**src/rtl/float8_pkg.sv**
```systemverilog
// Float8 sign-magnitude format constants and the shared fixed-point conversion helper.
package float8_pkg;

  localparam int unsigned F8_SIGN_BIT = 7;
  localparam int unsigned F8_MAG_W    = 7;
  localparam logic [7:0]  F8_OVF_CODE = 8'h80;
  localparam logic [7:0]  F8_ZERO     = 8'h00;

  // Returns the code as a two's-complement value in units of 1/128, masked to `width` bits.
  function automatic logic [31:0] f8_to_fix(input logic [7:0] code, input int unsigned width);
    logic [31:0] mag;
    logic [31:0] val;
    logic [31:0] mask;
    mag = 32'(code[F8_MAG_W-1:0]);
    if (code == F8_OVF_CODE)          val = 32'd128;
    else if (code == F8_ZERO)         val = '0;
    else if (code[F8_SIGN_BIT])       val = -mag;
    else                              val = mag;
    mask = (width >= 32) ? '1 : ((32'd1 << width) - 32'd1);
    return val & mask;
  endfunction

endpackage

```
**src/rtl/float8_unpacker_if.sv**
```systemverilog
// Input word handshake, converted-result handshake and overflow count of the Float8 unpacker.
interface float8_unpacker_if #(
  parameter int unsigned OUT_W = 16,
  parameter int unsigned CNT_W = 8
);
  logic [7:0]       iNum;
  logic             iValid;
  logic             oReady;
  logic [OUT_W-1:0] oData;
  logic             oOvf;
  logic             oValid;
  logic             iReady;
  logic [CNT_W-1:0] oOvfCnt;

  modport master (output iNum, iValid, iReady,
                  input  oReady, oData, oOvf, oValid, oOvfCnt);
  modport slave  (input  iNum, iValid, iReady,
                  output oReady, oData, oOvf, oValid, oOvfCnt);
endinterface

```
**src/rtl/float8_fifo.sv**
```systemverilog
// Generic synchronous FIFO with flush; head reads zero while empty.
module float8_fifo #(
  parameter int unsigned WIDTH = 17,
  parameter int unsigned DEPTH = 4
) (
  input  logic             clk,
  input  logic             rst_n,
  input  logic             flush,
  input  logic             push,
  input  logic             pop,
  input  logic [WIDTH-1:0] wdata,
  output logic [WIDTH-1:0] rdata,
  output logic             full,
  output logic             empty
);
  localparam int unsigned PTR_W = $clog2(DEPTH);
  localparam int unsigned OCC_W = PTR_W + 1;

  logic [WIDTH-1:0] mem_q [DEPTH];
  logic [WIDTH-1:0] mem_d [DEPTH];
  logic [PTR_W-1:0] wr_ptr_q, wr_ptr_d;
  logic [PTR_W-1:0] rd_ptr_q, rd_ptr_d;
  logic [OCC_W-1:0] occ_q, occ_d;
  logic             push_en, pop_en;

  assign full    = (occ_q == OCC_W'(DEPTH));
  assign empty   = (occ_q == '0);
  assign push_en = push && !full;
  assign pop_en  = pop && !empty;
  assign rdata   = empty ? '0 : mem_q[rd_ptr_q];

  // Pointers wrap naturally because DEPTH is a power of two.
  always_comb begin
    mem_d    = mem_q;
    wr_ptr_d = wr_ptr_q;
    rd_ptr_d = rd_ptr_q;
    occ_d    = occ_q;
    if (flush) begin
      wr_ptr_d = '0;
      rd_ptr_d = '0;
      occ_d    = '0;
    end else begin
      if (push_en) begin
        mem_d[wr_ptr_q] = wdata;
        wr_ptr_d        = PTR_W'(wr_ptr_q + 1'b1);
      end
      if (pop_en) rd_ptr_d = PTR_W'(rd_ptr_q + 1'b1);
      occ_d = OCC_W'(occ_q + OCC_W'(push_en) - OCC_W'(pop_en));
    end
  end

  always_ff @(posedge clk or negedge rst_n) begin
    if (!rst_n) begin
      for (int i = 0; i < int'(DEPTH); i++) mem_q[i] <= '0;
      wr_ptr_q <= '0;
      rd_ptr_q <= '0;
      occ_q    <= '0;
    end else begin
      mem_q    <= mem_d;
      wr_ptr_q <= wr_ptr_d;
      rd_ptr_q <= rd_ptr_d;
      occ_q    <= occ_d;
    end
  end

  a_occ_bound:  assert property (@(posedge clk) disable iff (!rst_n) occ_q <= OCC_W'(DEPTH));
  a_no_ovr:     assert property (@(posedge clk) disable iff (!rst_n) !(push && full));
  a_no_undr:    assert property (@(posedge clk) disable iff (!rst_n) !(pop && empty));

endmodule

```
**src/rtl/float8_unpacker.sv**
```systemverilog
// Float8 receive path: converts words to two's complement, buffers them and counts overflow codes.
module float8_unpacker
  import float8_pkg::*;
#(
  parameter int unsigned DEPTH = 4,
  parameter int unsigned OUT_W = 16,
  parameter int unsigned CNT_W = 8
) (
  input  logic              iClk,
  input  logic              iRst_n,
  input  logic              iFlush,
  float8_unpacker_if.slave  bus
);
  localparam int unsigned ENT_W = OUT_W + 1;
  localparam logic [CNT_W-1:0] CNT_MAX = '1;

  logic             full, empty;
  logic             push_c, pop_c, is_ovf_c;
  logic [ENT_W-1:0] entry_c, head;
  logic [CNT_W-1:0] cnt_q, cnt_d;

  // Flush wins over any handshake in the same cycle.
  assign is_ovf_c = (bus.iNum == F8_OVF_CODE);
  assign push_c   = bus.iValid && !full && !iFlush;
  assign pop_c    = !empty && bus.iReady && !iFlush;
  assign entry_c  = {is_ovf_c, OUT_W'(f8_to_fix(bus.iNum, OUT_W))};

  float8_fifo #(.WIDTH(ENT_W), .DEPTH(DEPTH)) u_fifo (
    .clk   (iClk),
    .rst_n (iRst_n),
    .flush (iFlush),
    .push  (push_c),
    .pop   (pop_c),
    .wdata (entry_c),
    .rdata (head),
    .full  (full),
    .empty (empty)
  );

  assign bus.oReady  = !full;
  assign bus.oValid  = !empty;
  assign bus.oData   = head[OUT_W-1:0];
  assign bus.oOvf    = head[OUT_W];
  assign bus.oOvfCnt = cnt_q;

  always_comb begin
    cnt_d = cnt_q;
    if (iFlush)                                    cnt_d = '0;
    else if (push_c && is_ovf_c && cnt_q != CNT_MAX) cnt_d = CNT_W'(cnt_q + 1'b1);
  end

  always_ff @(posedge iClk or negedge iRst_n) begin
    if (!iRst_n) cnt_q <= '0;
    else         cnt_q <= cnt_d;
  end

endmodule
```
**src/flat_wrapper.sv**
```systemverilog
// flat-port wrapper written by rule: the top's interface ports become plain ports
module float8_unpacker_flat import float8_pkg::*;
#(
  parameter int unsigned DEPTH = 4,
  parameter int unsigned OUT_W = 16,
  parameter int unsigned CNT_W = 8
)
  (iClk, iRst_n, iFlush, bus_iNum, bus_iValid, bus_iReady, bus_oReady, bus_oData, bus_oOvf, bus_oValid, bus_oOvfCnt);
  float8_unpacker_if #(.OUT_W(OUT_W), .CNT_W(CNT_W)) bus_i ();
  input  logic iClk;
  input  logic iRst_n;
  input  logic iFlush;
  input wire logic [$bits(bus_i.iNum)-1:0] bus_iNum;
  input wire logic [$bits(bus_i.iValid)-1:0] bus_iValid;
  input wire logic [$bits(bus_i.iReady)-1:0] bus_iReady;
  output wire logic [$bits(bus_i.oReady)-1:0] bus_oReady;
  output wire logic [$bits(bus_i.oData)-1:0] bus_oData;
  output wire logic [$bits(bus_i.oOvf)-1:0] bus_oOvf;
  output wire logic [$bits(bus_i.oValid)-1:0] bus_oValid;
  output wire logic [$bits(bus_i.oOvfCnt)-1:0] bus_oOvfCnt;
  assign bus_i.iNum = bus_iNum;
  assign bus_i.iValid = bus_iValid;
  assign bus_i.iReady = bus_iReady;
  assign bus_oReady = bus_i.oReady;
  assign bus_oData = bus_i.oData;
  assign bus_oOvf = bus_i.oOvf;
  assign bus_oValid = bus_i.oValid;
  assign bus_oOvfCnt = bus_i.oOvfCnt;
  float8_unpacker #(.DEPTH(DEPTH), .OUT_W(OUT_W), .CNT_W(CNT_W)) u_core (.iClk(iClk), .iRst_n(iRst_n), .iFlush(iFlush), .bus(bus_i));
endmodule
```
**config.mk**
```make
export PLATFORM = sky130hd
export DESIGN_NAME = float8_unpacker_flat
export DESIGN_NICKNAME = d
export VERILOG_FILES = /design/src/rtl/float8_pkg.sv /design/src/rtl/float8_unpacker_if.sv /design/src/rtl/float8_fifo.sv /design/src/rtl/float8_unpacker.sv /design/src/flat_wrapper.sv
export SDC_FILE = /design/constraint.sdc
export NUM_CORES = 1
export LEC_CHECK = 0
export CAP_MARGIN = 20
export CORE_MARGIN = 1.5
export CORE_UTILIZATION = 57
export DETAILED_ROUTE_END_ITERATION = 10
export PLACE_DENSITY = 0.78
export SLEW_MARGIN = 40
export SYNTH_ARGS = -nofsm -noshare
export SYNTH_HDL_FRONTEND = slang
export SYNTH_SLANG_ARGS = --single-unit
```
**constraint.sdc**
```tcl
create_clock -name iClk -period 2.7 [get_ports iClk]
set_clock_uncertainty 0.05 [all_clocks]
set_input_delay 0.405 -clock iClk [delete_from_list [all_inputs] [get_ports iClk]]
set_output_delay 0.405 -clock iClk [all_outputs]
set_load 0.005 [all_outputs]
```
==> results.tsv <==
stage	metric	value	unit
run_status	status	completed	
route	dr_wl_met2	3736	um
synthesis	synth_area_leaders	dfrtp_1 (50%), mux4_2 (9.0%), o21ai_0 (5.1%)	
critical_path	reg2reg_to	u_core.u_fifo.occ_q[2]	
critical_path	cp.arrival	2.11	ns
synthesis	synth-seq-area-share	0.4987	
clock_tree	post_cts_resized	0	
pwr	p_switching	1.241	mW
route	dr.pass1.iters	4	
synthesis	syn-cell-area	3764	um^2
route	top_layer_used	met4	
synthesis	yosysMostFrequentCell	dfrtp_1	
route	avgViaCountPerCell	5.723	
global_route	grt_max_degree	46	
route	avgRoutedWirePerCell	16.57	um
global_route	grt_pass1_wl	13140	um
floorplanning	ioPinCount	40	
clock_tree	cts_sinks	75	
timing	hold_viol_final	0	
route	drt_iter0_markers	188	
critical_path	ff2ff_path_depth	9	
critical_path	end_kind	primary output	
synthesis	synth_area_per_cell	10.97	um^2
layout	antennaDiodeCount	0	
critical_path	crit_path_end	bus_oOvf	
floorplanning	dieArea	7099	um^2
clock_tree	clk_pin_slew	0.08	ns
floorplanning	num_rows	29	
clock_tree	cts_max_path_buffers	2	
synthesis	synth_edf_count	0	
floorplanning	core	6350	um^2
pwr	power_density	920.9	nW/um^2
synthesis	yosys_warnings	0	
timing	holdWs	0.4301	ns
place	placed_cell_area	4279	um^2
pwr	combPwrFrac	0.353	
pwr	seqPwrFrac	0.418	
clock_tree	postCtsSetupRepairBufs	0	
pwr	ir_drop	0.6297	mV
synthesis	yosys.area.top_type	dfrtp_1	
critical_path	reg2reg_slack	0.35	ns
timing	setup_tns	0	ns
synthesis	synth_top_area_frac	0.4987	
synthesis	synth_flop_cell	dfrtp_1	
route	wl_met1	3561	um
floorplanning	die_w	84.26	um
pwr	internal_power	2.906	mW
critical_path	crit_fanout	11	
timing	fmax	389.5	MHz
layout	drive_gt1_frac	0.1781	
critical_path	worstSetupStartpointType	register	
worst_hold_path	worstHoldPathType	reg2reg	
critical_path	reg2reg_from	u_core.u_fifo.occ_q[1]	
floorplanning	start_util	0.5927	
place	portBuffers	39	
synthesis	ys_top_cells_by_count	dfrtp_1 (75), nand2_1 (49), o21ai_0 (38), and2_1 (17), nor2_1 (17)	
clock_tree	cts_tree	yes	
critical_path	startpoint	u_core.u_fifo.rd_ptr_q[0]	
clock_tree	root_buffer	clkbuf_8	
timing	final.min_clock_period	2.567	ns
global_route	grt_pass1_vias	2677	
floorplanning	dieHeight	84.26	um
synthesis	async_flop_share	1.000	
synthesis	synthCells	343	
timing	setup_viol	0	
layout	final_cells	470	
route	final_antenna_net_count	0	
flow_run	maxCapViolCount	0	
timing	slew_headroom	0.6346	
global_route	antenna_found_initial	0	
pwr	sw_frac_of_total	0.2993	
layout	utilization	0.7094	
route	wl_met3	331	um
layout	area_growth	19.68	%
pwr	p_leak	2.021	nW
clock_tree	cts_buffers	9	
critical_path	worstPathRequired	2.25	ns
global_route	overflow	0	
synthesis	ys_seq_elements	75	
layout	fill_cells	460	
place	gp_congestion	0.8609	
clock_tree	htreeDepth	3	
synthesis	synth_cell_types	41	
place	hpwlAfterDp	5472	um
route	vias	2690	
clock_tree	hold_buffers	1	
global_route	gr-usage-all-layers	0.2371	
pwr	clockPowerShare	0.230	
layout	stdcell_area	4504	um^2
timing	fin_crit_sh	0.9508	
clock_tree	clock_latency	0.35	ns
timing	worst_pin_slew	0.5481	ns
route	wl	7787	um
place	placed_cells	454	
timing	slew_violations	0	
timing	grt_setup_unrepaired	false	
synthesis	syn_nets	365	
critical_path	critPathKind	reg2out	
layout	nets	411	
route	drc	0	
==> through the flow <==
step | worst slack, ns | total power [mW]
6_report | 0.1327 | 4.148
5_1_grt | 0.04919 | 4.399
4_1_cts | 0.1025 | 4.186
3_5_place_dp | 0.1470 | 3.228
3_3_place_gp | 0.1964 | 3.153
2_1_floorplan | 0.5772 | 2.638
==> registers in the layout, summed over array words and instances, names as in the netlist <==
signal	cells
u_core.u_fifo.rd_ptr_q	2
u_core.bus.oOvfCnt	8
u_core.u_fifo.mem_q	60
u_core.u_fifo.wr_ptr_q	2
u_core.u_fifo.occ_q	3
==> final cells by class <==
| class | count | area (um^2) | area share |
|---|---|---|---|
| Clock inverter | 5 | 77.57 | 0.01722 |
| Inverter | 7 | 26.28 | 0.005833 |
| Clock buffer | 10 | 137.6 | 0.03056 |
| Sequential cell | 75 | 1877 | 0.4167 |
| Timing Repair Buffer | 60 | 548.0 | 0.1217 |
| Tap cell | 77 | 96.34 | 0.02139 |
| Multi-Input combinational cell | 236 | 1742 | 0.3867 |
==> worst max-delay path: stages (launching register included) <==
cell and delay, ns:
dfrtp_1 0.36, buf_4 0.25, mux4_2 0.52, and2_1 0.19, clkdlybuf4s50_1 0.45
==> worst min path at each step <==
| stage | from | end | cells past startpoint |
|---|---|---|---|
| after floorplan | iRst_n | u_core.bus.oOvfCnt[0] | 0 |
| after detailed placement | iRst_n | u_core.u_fifo.mem_q[51] | 1 |
| after global routing | u_core.u_fifo.mem_q[26] | u_core.u_fifo.mem_q[26] | 1 |
| final | u_core.u_fifo.mem_q[17] | u_core.u_fifo.mem_q[17] | 2 |
| after global placement | u_core.u_fifo.mem_q[9] | u_core.u_fifo.mem_q[9] | 1 |
| after CTS | u_core.u_fifo.mem_q[48] | u_core.u_fifo.mem_q[48] | 2 |
==> placed cells by master (no fill, tap or decap), types with 8 or more instances in the layout <==
master,instances
dfrtp_1,75
nand2_1,49
o21ai_0,38
clkdlybuf4s50_1,38
buf_4,21
nor2_1,17
and2_1,17
mux4_2,15
a21o_1,12
nand3_1,10
mux2_2,10
clkbuf_8,10
o31ai_1,9
ha_1,8
==> kinds of logic after synthesis <==
| group | share of synthesized area |
|---|---|
| simple gates | 0.1586 |
| flops | 0.4987 |
| compound gates | 0.1263 |
| buf+inv | 0.03856 |
| mux | 0.1250 |
| xor+xnor | 0.02095 |
| fa+ha+maj | 0.03192 |
==> power by group through the flow <==
stage	combinational, mW	sequential, mW	clock [mW]
finish	1.46	1.73	0.952
global route	1.61	1.78	1.01
CTS	1.49	1.73	0.970
detailed placement	1.48	1.75	0
global placement	1.43	1.72	0
floorplan	0.965	1.67	0
==> per-layer routing <==
metal  global-route usage  vias to the layer above
li1                     -                     1295
met1               0.3309                     1308
met2               0.3760                       74
met3              0.03245                       13
met4               0.1043                        0
met5                    0                        -
Note: power is estimated with default switching activity, not from simulation.
